--- src/rtl/mem_to_fifo.sv ---
// mem_to_fifo: replays stored records [dflow_addr_low, dflow_mem_high) from memory into the TX FIFO.
// Build option LOOP_REPLAY_EN: continuous replay with a pass_cnt output instead of replay_done.
module mem_to_fifo #(
  parameter int FIFO_DATA_WIDTH = 144,
  parameter int MEM_ADDR_WIDTH  = 19,
  parameter int MEM_DATA_WIDTH  = 144,
  parameter int MAX_OUTSTANDING = 8,
  parameter int CNT_WIDTH       = 4
) (
  input  logic                       clk,
  input  logic                       rst,
  input  logic                       sw_rst,
  input  logic                       cal_done,
  input  logic                       start_replay,
  input  logic [MEM_ADDR_WIDTH-1:0]  dflow_addr_low,
  input  logic [MEM_ADDR_WIDTH-1:0]  dflow_mem_high,
  output logic                       app_rd_cmd,
  output logic [MEM_ADDR_WIDTH-1:0]  app_rd_addr,
  input  logic                       app_rd_valid,
  input  logic [MEM_DATA_WIDTH-1:0]  app_rd_data,
  output logic                       fifo_wr_en,
  output logic [FIFO_DATA_WIDTH-1:0] fifo_data,
  input  logic                       fifo_prog_full,
  input  logic                       fifo_full,
  output logic                       replay_done,
  output logic                       overflow_err
`ifdef LOOP_REPLAY_EN
  ,
  output logic [31:0]                pass_cnt
`endif
);

  typedef enum logic [1:0] {
    ST_IDLE  = 2'd0,
    ST_READ  = 2'd1,
    ST_DRAIN = 2'd2,
    ST_DONE  = 2'd3
  } state_t;

  localparam logic [CNT_WIDTH-1:0]      CNT_MAX  = CNT_WIDTH'(MAX_OUTSTANDING);
  localparam logic [CNT_WIDTH-1:0]      CNT_ZERO = {CNT_WIDTH{1'b0}};
  localparam logic [CNT_WIDTH-1:0]      CNT_ONE  = CNT_WIDTH'(1);
  localparam logic [MEM_ADDR_WIDTH-1:0] ADDR_ONE = MEM_ADDR_WIDTH'(1);

  state_t                      state_r, state_s;
  logic [MEM_ADDR_WIDTH-1:0]   rd_ptr_r, rd_ptr_s;
  logic [CNT_WIDTH-1:0]        outstanding_r;
  logic                        abort_r, abort_s;
  logic                        issue_s;
  logic                        wrap_s;
  logic                        any_rst_s;
  logic                        ret_s;

  assign any_rst_s = rst | sw_rst;
  // A return with nothing counted belongs to a read abandoned by reset; it must not underflow.
  assign ret_s     = app_rd_valid & (outstanding_r != CNT_ZERO);

  // Next-state, read pointer and issue decision.
  always_comb begin
    state_s  = state_r;
    rd_ptr_s = rd_ptr_r;
    abort_s  = abort_r;
    issue_s  = 1'b0;
    wrap_s   = 1'b0;
    case (state_r)
      ST_IDLE: begin
        rd_ptr_s = dflow_addr_low;
        abort_s  = 1'b0;
        if (start_replay && cal_done) begin
          if (dflow_addr_low == dflow_mem_high) begin
            state_s = ST_DONE;
          end else begin
            state_s = ST_READ;
          end
        end else begin
          state_s = ST_IDLE;
        end
      end
      ST_READ: begin
        if (!start_replay) begin
          state_s = ST_DRAIN;
          abort_s = 1'b1;
        end else if (rd_ptr_r == dflow_mem_high) begin
`ifdef LOOP_REPLAY_EN
          rd_ptr_s = dflow_addr_low;
          wrap_s   = 1'b1;
          state_s  = ST_READ;
`else
          state_s  = ST_DRAIN;
          abort_s  = 1'b0;
`endif
        end else begin
          issue_s = cal_done && !fifo_prog_full && (outstanding_r < CNT_MAX);
          if (issue_s) begin
            rd_ptr_s = rd_ptr_r + ADDR_ONE;
          end else begin
            rd_ptr_s = rd_ptr_r;
          end
        end
      end
      ST_DRAIN: begin
        if (outstanding_r == CNT_ZERO) begin
          if (abort_r) begin
            state_s = ST_IDLE;
          end else begin
            state_s = ST_DONE;
          end
        end else begin
          state_s = ST_DRAIN;
        end
      end
      ST_DONE: begin
        if (!start_replay) begin
          state_s = ST_IDLE;
        end else begin
          state_s = ST_DONE;
        end
      end
      default: begin
        state_s = ST_IDLE;
      end
    endcase
  end

  // State, pointer and outstanding-read bookkeeping.
  always_ff @(posedge clk) begin
    if (any_rst_s) begin
      state_r       <= ST_IDLE;
      rd_ptr_r      <= dflow_addr_low;
      abort_r       <= 1'b0;
      outstanding_r <= CNT_ZERO;
    end else begin
      state_r  <= state_s;
      rd_ptr_r <= rd_ptr_s;
      abort_r  <= abort_s;
      case ({issue_s, ret_s})
        2'b10:   outstanding_r <= outstanding_r + CNT_ONE;
        2'b01:   outstanding_r <= outstanding_r - CNT_ONE;
        default: outstanding_r <= outstanding_r;
      endcase
    end
  end

  // Registered command, data path and status outputs.
  always_ff @(posedge clk) begin
    if (any_rst_s) begin
      app_rd_cmd   <= 1'b0;
      app_rd_addr  <= {MEM_ADDR_WIDTH{1'b0}};
      fifo_wr_en   <= 1'b0;
      fifo_data    <= {FIFO_DATA_WIDTH{1'b0}};
      replay_done  <= 1'b0;
      overflow_err <= 1'b0;
    end else begin
      app_rd_cmd <= issue_s;
      if (issue_s) begin
        app_rd_addr <= rd_ptr_r;
      end
      fifo_wr_en   <= app_rd_valid;
      fifo_data    <= FIFO_DATA_WIDTH'(app_rd_data);
      overflow_err <= overflow_err | (app_rd_valid & fifo_full);
`ifdef LOOP_REPLAY_EN
      replay_done  <= 1'b0;
`else
      replay_done  <= (state_s == ST_DONE);
`endif
    end
  end

`ifdef LOOP_REPLAY_EN
  // Completed-pass counter, stepped on each wrap back to the region start.
  always_ff @(posedge clk) begin
    if (any_rst_s) begin
      pass_cnt <= 32'd0;
    end else if (wrap_s) begin
      pass_cnt <= pass_cnt + 32'd1;
    end else begin
      pass_cnt <= pass_cnt;
    end
  end
`endif

endmodule

--- config.mk ---
export PLATFORM = sky130hd
export DESIGN_NAME = mem_to_fifo
export DESIGN_NICKNAME = d
export VERILOG_FILES = /design/src/rtl/mem_to_fifo.sv
export SDC_FILE = /design/constraint.sdc
export NUM_CORES = 1
export LEC_CHECK = 0
export ABC_AREA = 1
export ABC_CLOCK_PERIOD_IN_PS = 2690
export CORE_UTILIZATION = 37
export CTS_BUF_LIST = sky130_fd_sc_hd__clkbuf_16
export CTS_CLUSTER_SIZE = 24
export DETAILED_ROUTE_END_ITERATION = 8
export HOLD_SLACK_MARGIN = 0.08
export PLACE_DENSITY = 0.77
export SYNTH_ARGS = -nofsm -noshare
export SYNTH_HDL_FRONTEND = slang
export SYNTH_SLANG_ARGS = --single-unit
--- constraint.sdc ---
create_clock -name clk -period 2.69 [get_ports clk]
set_input_delay 0.807 -clock clk [delete_from_list [all_inputs] [get_ports clk]]
set_output_delay 0.807 -clock clk [all_outputs]
set_load 0.01 [all_outputs]
Word-level counts from Yosys, hierarchy flattened:

Index checks and enable logic that the tools add are counted.

* register bits after elaboration: 193
* word-level logic and storage cells: 62

* add/subtract/negate cells: 3
* $lt $le $gt $ge: 1
* eq/ne operators: 12
* muxes and demuxes: 20
* bitwise operators: 4
* reductions and logical operators: 12

Operators with widths (count)
* 2-to-1 mux 19 bit: 4
* == test 19 bit: 2
* one-hot mux 19 bit (2 select lines): 1
* adder 19 x 1 -> 19 bit (second input constant): 1
* 2-to-1 mux 2 bit: 7
* != test 3 bit (second input constant): 4
* == test 2 bit (second input constant): 4
* one-hot mux 2 bit (4 select lines): 1
* one-hot mux 4 bit (2 select lines): 1
* 2-to-1 mux 1 bit: 5
* adder 4 x 1 -> 4 bit (second input constant): 1
* == test 2 x 1 -> 1 bit (second input constant): 2
* logical NOT 4 bit: 1
* < comparator 4 bit (second input constant): 1
* AND reduction 4 bit: 1
* nonzero test 2 bit: 2
* nonzero test 4 bit: 1
* subtractor 4 x 1 -> 4 bit (second input constant): 1
* logical AND 1 bit: 3
* nonzero test 3 bit: 1
* AND 1 bit: 2
* logical NOT 2 bit: 1
* bitwise OR 1 bit: 2
* one-hot mux 1 bit (2 select lines): 1
* other kinds (2): 2

Logic depth before layout (Yosys ltp):

Gate-level depths: netlist of the first run.

* depth after elaboration: 8
* gate-level depth with buffers: 17
* mapped depth without buffers: 16

Worst setup path after synthesis of the first run:

OpenSTA, ideal clock, no wires.

* path type: in2reg
* from: input port dflow_mem_high[8]
* to: register outstanding_r[3]
* library setup time: 122 ps
* data arrival time: 2609 ps
* slack: -42 ps
* cell stages on the path: 17
* cells stage by stage: inv_1 > nand2_1 > nand2_1 > nor2_1 > nand2_1 > nor2_4 > nand3_4 > nand3_4 > buf_12 > ha_1 > ha_1 > a21oi_1 > nand2_1 > a21oi_1 > o21ai_0 > o21ai_0 > a21oi_1

* cells in the longest elaborated chain, start to end: 6
* elaborated cells on any way between the ends: 8
* classes of those cells: eq/ne: 3; mux: 4; reduce/logical: 1

RTL lines
* start: declaration: line 16 `input logic [MEM_ADDR_WIDTH-1:0] dflow_mem_high,`
* == test 19 bit *: line 83 `end else if (rd_ptr_r == dflow_mem_high) begin`
* 2-to-1 mux 1 bit *: line 83
* 2-to-1 mux 1 bit *: line 80 `if (!start_replay) begin`
* 2-to-1 mux 1 bit *: line 65 `case (state_r)`
* == test 2 x 1 -> 1 bit / == test 2 bit (equally long branches): line 136 `case ({issue_s, ret_s})`
* one-hot mux 4 bit (2 select lines) / nonzero test 2 bit (equally long branches)
* end signal: assignment: line 137 `2'b10: outstanding_r <= outstanding_r + CNT_ONE;`
* end signal: assignment: line 138 `2'b01: outstanding_r <= outstanding_r - CNT_ONE;`
* end signal: assignment: line 139 `default: outstanding_r <= outstanding_r;`
* end: declaration: line 47 `logic [CNT_WIDTH-1:0] outstanding_r;`

Every way passes the cells marked *; elsewhere a longest branch is shown, timed or not.
A chain may end at the register's enable or synchronous reset.

Worst setup path in the final report of the first run:

* from: input port dflow_mem_high[4]
* to: register outstanding_r[1]

The elaborated chain is that of the path after synthesis.

==> results of run 1 <==
[per-stage QoR]
stage / setup slack (ns) / cells / util (%) / TNS [ns]
2_1_floorplan: 0.0424 / 885 / - / 0
3_3_place_gp: -0.467 / 1504 / 58.2 / -5.05
6_report: 0.0603 / 1537 / 61.8 / 0
5_1_grt: -0.0187 / 1536 / 61.8 / -0.0187
3_5_place_dp: -0.539 / 1504 / 58.2 / -6.25
4_1_cts: 0.0114 / 1536 / 61.5 / 0
[critical path, delay by kind of cell]
kind,cells,cell delay [ns]
compound gates,1,0.11
simple gates,6,0.51
buf+inv,3,0.62
xor+xnor,1,0.23
fa+ha+maj,2,0.64
[where the power goes]
part           internal (mW)  leakage, nW  switching, mW
clock network           1.30        0.302           1.31
logic                  0.497         3.61          0.352
registers               3.01         1.63         0.0595
total                   4.80         5.54           1.72
[sequential cells by signal, indices dropped and copies added, names as in the netlist]
signal,flops
overflow_err,1
fifo_wr_en,1
rd_ptr_r,19
fifo_data,144
app_rd_cmd,1
replay_done,1
app_rd_addr,19
abort_r,1
outstanding_r,4
state_r,2
[routing by layer]
| metal | routed length [um] | part of all wire (%) | global-route usage, % | vias up |
|---|---|---|---|---|
| met5 | 0 | 0 | 0 | - |
| met4 | 527 | 2.5 | 8.72 | 0 |
| met2 | 10800 | 50 | 36.7 | 235 |
| met1 | 8190 | 38 | 21.7 | 2935 |
| met3 | 1950 | 9.1 | 8.11 | 27 |
| li1 | - | - | - | 3357 |
[area by class of cell]
| type | instances | share of cell area [%] |
|---|---|---|
| diodes | 1 | 0.0209 |
| clock buffers | 17 | 3.55 |
| clock inverters | 15 | 1.63 |
| inverters | 220 | 6.92 |
| multi-input cells | 443 | 19.5 |
| flip-flops and latches | 193 | 33.8 |
| well taps | 265 | 2.76 |
| repair buffers | 383 | 31.9 |
[repair_timing]
action / in CTS / in global routing
pin swaps: 2 / 12
setup endpoints to repair: 3 / 3
resized for setup: 8 / 24
[cell families after synthesis]
group                    share of synthesized area, %
multiplexers                                    0.274
adder cells (fa/ha/maj)                         0.958
AND/OR/NAND/NOR                                  21.3
XOR/XNOR                                         3.59
flip-flops                                       55.4
AO/OA/AOI/OAI                                    5.05
buffers and inverters                            13.4
[cell usage in the layout (no fill, tap or decap), types with 4 or more instances in the layout]
master             n
a21oi_1           12
a21oi_2           18
buf_4             25
clkbuf_16         17
clkdlybuf4s50_1  339
dfxtp_1          174
dlymetal6s2s_1    14
edfxtp_1          19
inv_1            209
inv_12             5
inv_2              9
inv_6              4
nand2_1           90
nand2_2           20
nand3_1           17
nand3_2            4
nand4_1           24
nor2_1           167
nor2_2            11
nor2_4             5
nor3_1             5
o21ai_0           10
o21ai_1           13
xnor2_1           13
xor2_1            17
[worst max path at each step]
stage / end / slack (ns) / cells after the start
CTS: outstanding_r[2]$_SDFFE_PP0P_ / 0.01 / 16
finish: outstanding_r[1]$_SDFFE_PP0P_ / 0.06 / 13
detailed placement: outstanding_r[3]$_SDFFE_PP0P_ / -0.54 / 17
global route: outstanding_r[1]$_SDFFE_PP0P_ / -0.02 / 13
global placement: outstanding_r[3]$_SDFFE_PP0P_ / -0.47 / 17
floorplan: outstanding_r[3]$_SDFFE_PP0P_ / 0.04 / 17
==> flow_metrics.tcl, run 1 <==
set metrics [dict create \
    placed_area_sq_um 11300 \
    die_area_sq_um 20300 \
    grt_pass1_vias 6246 \
    start_kind "primary input" \
    fillers 1645 \
    vdd_drop_max_mv 0.416 \
    r2r_cells 15 \
    drive_above_1_share_pct 10.5 \
    holdWs_ns 0.465 \
    cts_tree "built" \
    critical-path-max-stage-delay_ns 0.48 \
    end_kind "register" \
    period_minus_slack_ns 2.63 \
    wl_per_cell_um 13.9 \
    syn_area_per_cell_sq_um 8.26 \
    yosys-top-cells-area "dfxtp_1, inv_1, nor2_1, edfxtp_1, nand2_1" \
    slowest_stage "fa_1" \
    clock_skew_ns 0.00702 \
    die-width_um 143 \
    syn_inst 885 \
    p_leak_nw 5.54 \
    min_from "app_rd_addr[11]$_SDFFE_PP0P_" \
    drt_wl_total_mm 21.4 \
    cts_buffers 17 \
    yosysWarnings 0 \
    antenna_found_initial 0 \
    holdBufCountCts 0 \
    syn_to_final_growth_pct 64.1 \
    critPathArrivalTime_ns 2.92 \
    maxCapViolCount 0 \
    synth_fp_nets 1080 \
    viasPerCell 4.26 \
    cts_max_path_buffers 2 \
    pin_count 357 \
    drtIter0Drc 311 \
    fin_area_sq_um 12000 \
    cts_max_level 4 \
    synth_area_sq_um 7310 \
    whs_path_depth 2 \
    postCtsSetupBuffers 0 \
    route.vias.total 6554 \
    p_per_area_nw_per_um2 544 \
    multiInputGateArea_sq_um 2340 \
    tightestPinTransition_ns 0.595 \
    globalplace.congestion 0.880 \
    max_freq_mhz 380 \
    finalSetupViolCount 0 \
    slew_headroom_pct 60.3 \
    grt_max_degree 119 \
    synth.ff_latch_count 193 \
    seq_area_sq_um 4050 \
    crit_chain "clkdlybuf4s50_1 > xnor2_1 > nand2_1 > nor2_2 > nand3_4 > nand3_4 > ha_4 > buf_4 > inv_1 > fa_1 > nor2_1 > a21oi_1 > nor2_1" \
    drt.antenna.violating_nets 0 \
    r2r_setup_slack_ns 0.35 \
    grt_use_total_pct 20.7 \
    yosysTopAreaCell "dfxtp_1" \
    yosys.cell_types.count 36 \
    worstSkewPairLatency_ns 0.42 \
    cts_sinks 193 \
    hold_path_class "register to register" \
    synth-seq-area-share_pct 55.4 \
    io_buffers 356 \
    drc 0 \
    clk_pin_slew_ns 0.08 \
    ctsRootBufferMaster "clkbuf_16" \
    drv_slew 0 \
    rows 51 \
    first_pass_iters 5 \
    synth_edf_count 19 \
    period_share_pct 97.8 \
    status "completed" \
    cp_max_fo 4 \
    crit_start "dflow_mem_high[4]" \
    ys_top_cells_by_count "inv_1, dfxtp_1, nor2_1" \
    coreArea_sq_um 19400 \
    r2r_end "outstanding_r[1]$_SDFFE_PP0P_" \
    yosysMostFrequentCell "inv_1" \
    whs_endpoint "app_rd_addr[11]$_SDFFE_PP0P_" \
    power_mw 6.53 \
    grt_pass1_wl_mm 31.6 \
    fin_nets 1453 \
    crit_required_ns 2.98 \
    hold_viol 0 \
    synthArstFlopShare_pct 0 \
    post-synth-top-area-fraction_pct 47.6 \
    initial_core_util_pct 37.7 \
    grt-ovfl-total 0 \
    crit_type "primary input to register" \
    synthFlopType "dfxtp_1" \
    dpl.hpwl_mm 16.8 \
    die_h_um 143 \
    rr_startpoint "rd_ptr_r[13]$_DFFE_PP_" \
]
Note: power is estimated with default switching activity, not from simulation.
==> run 2: changes to the inputs <==
- CTS_CLUSTER_DIAMETER: not set -> 100
==> results of run 2 <==
The final DEF is identical to that of run 1; final timing and power are the same.
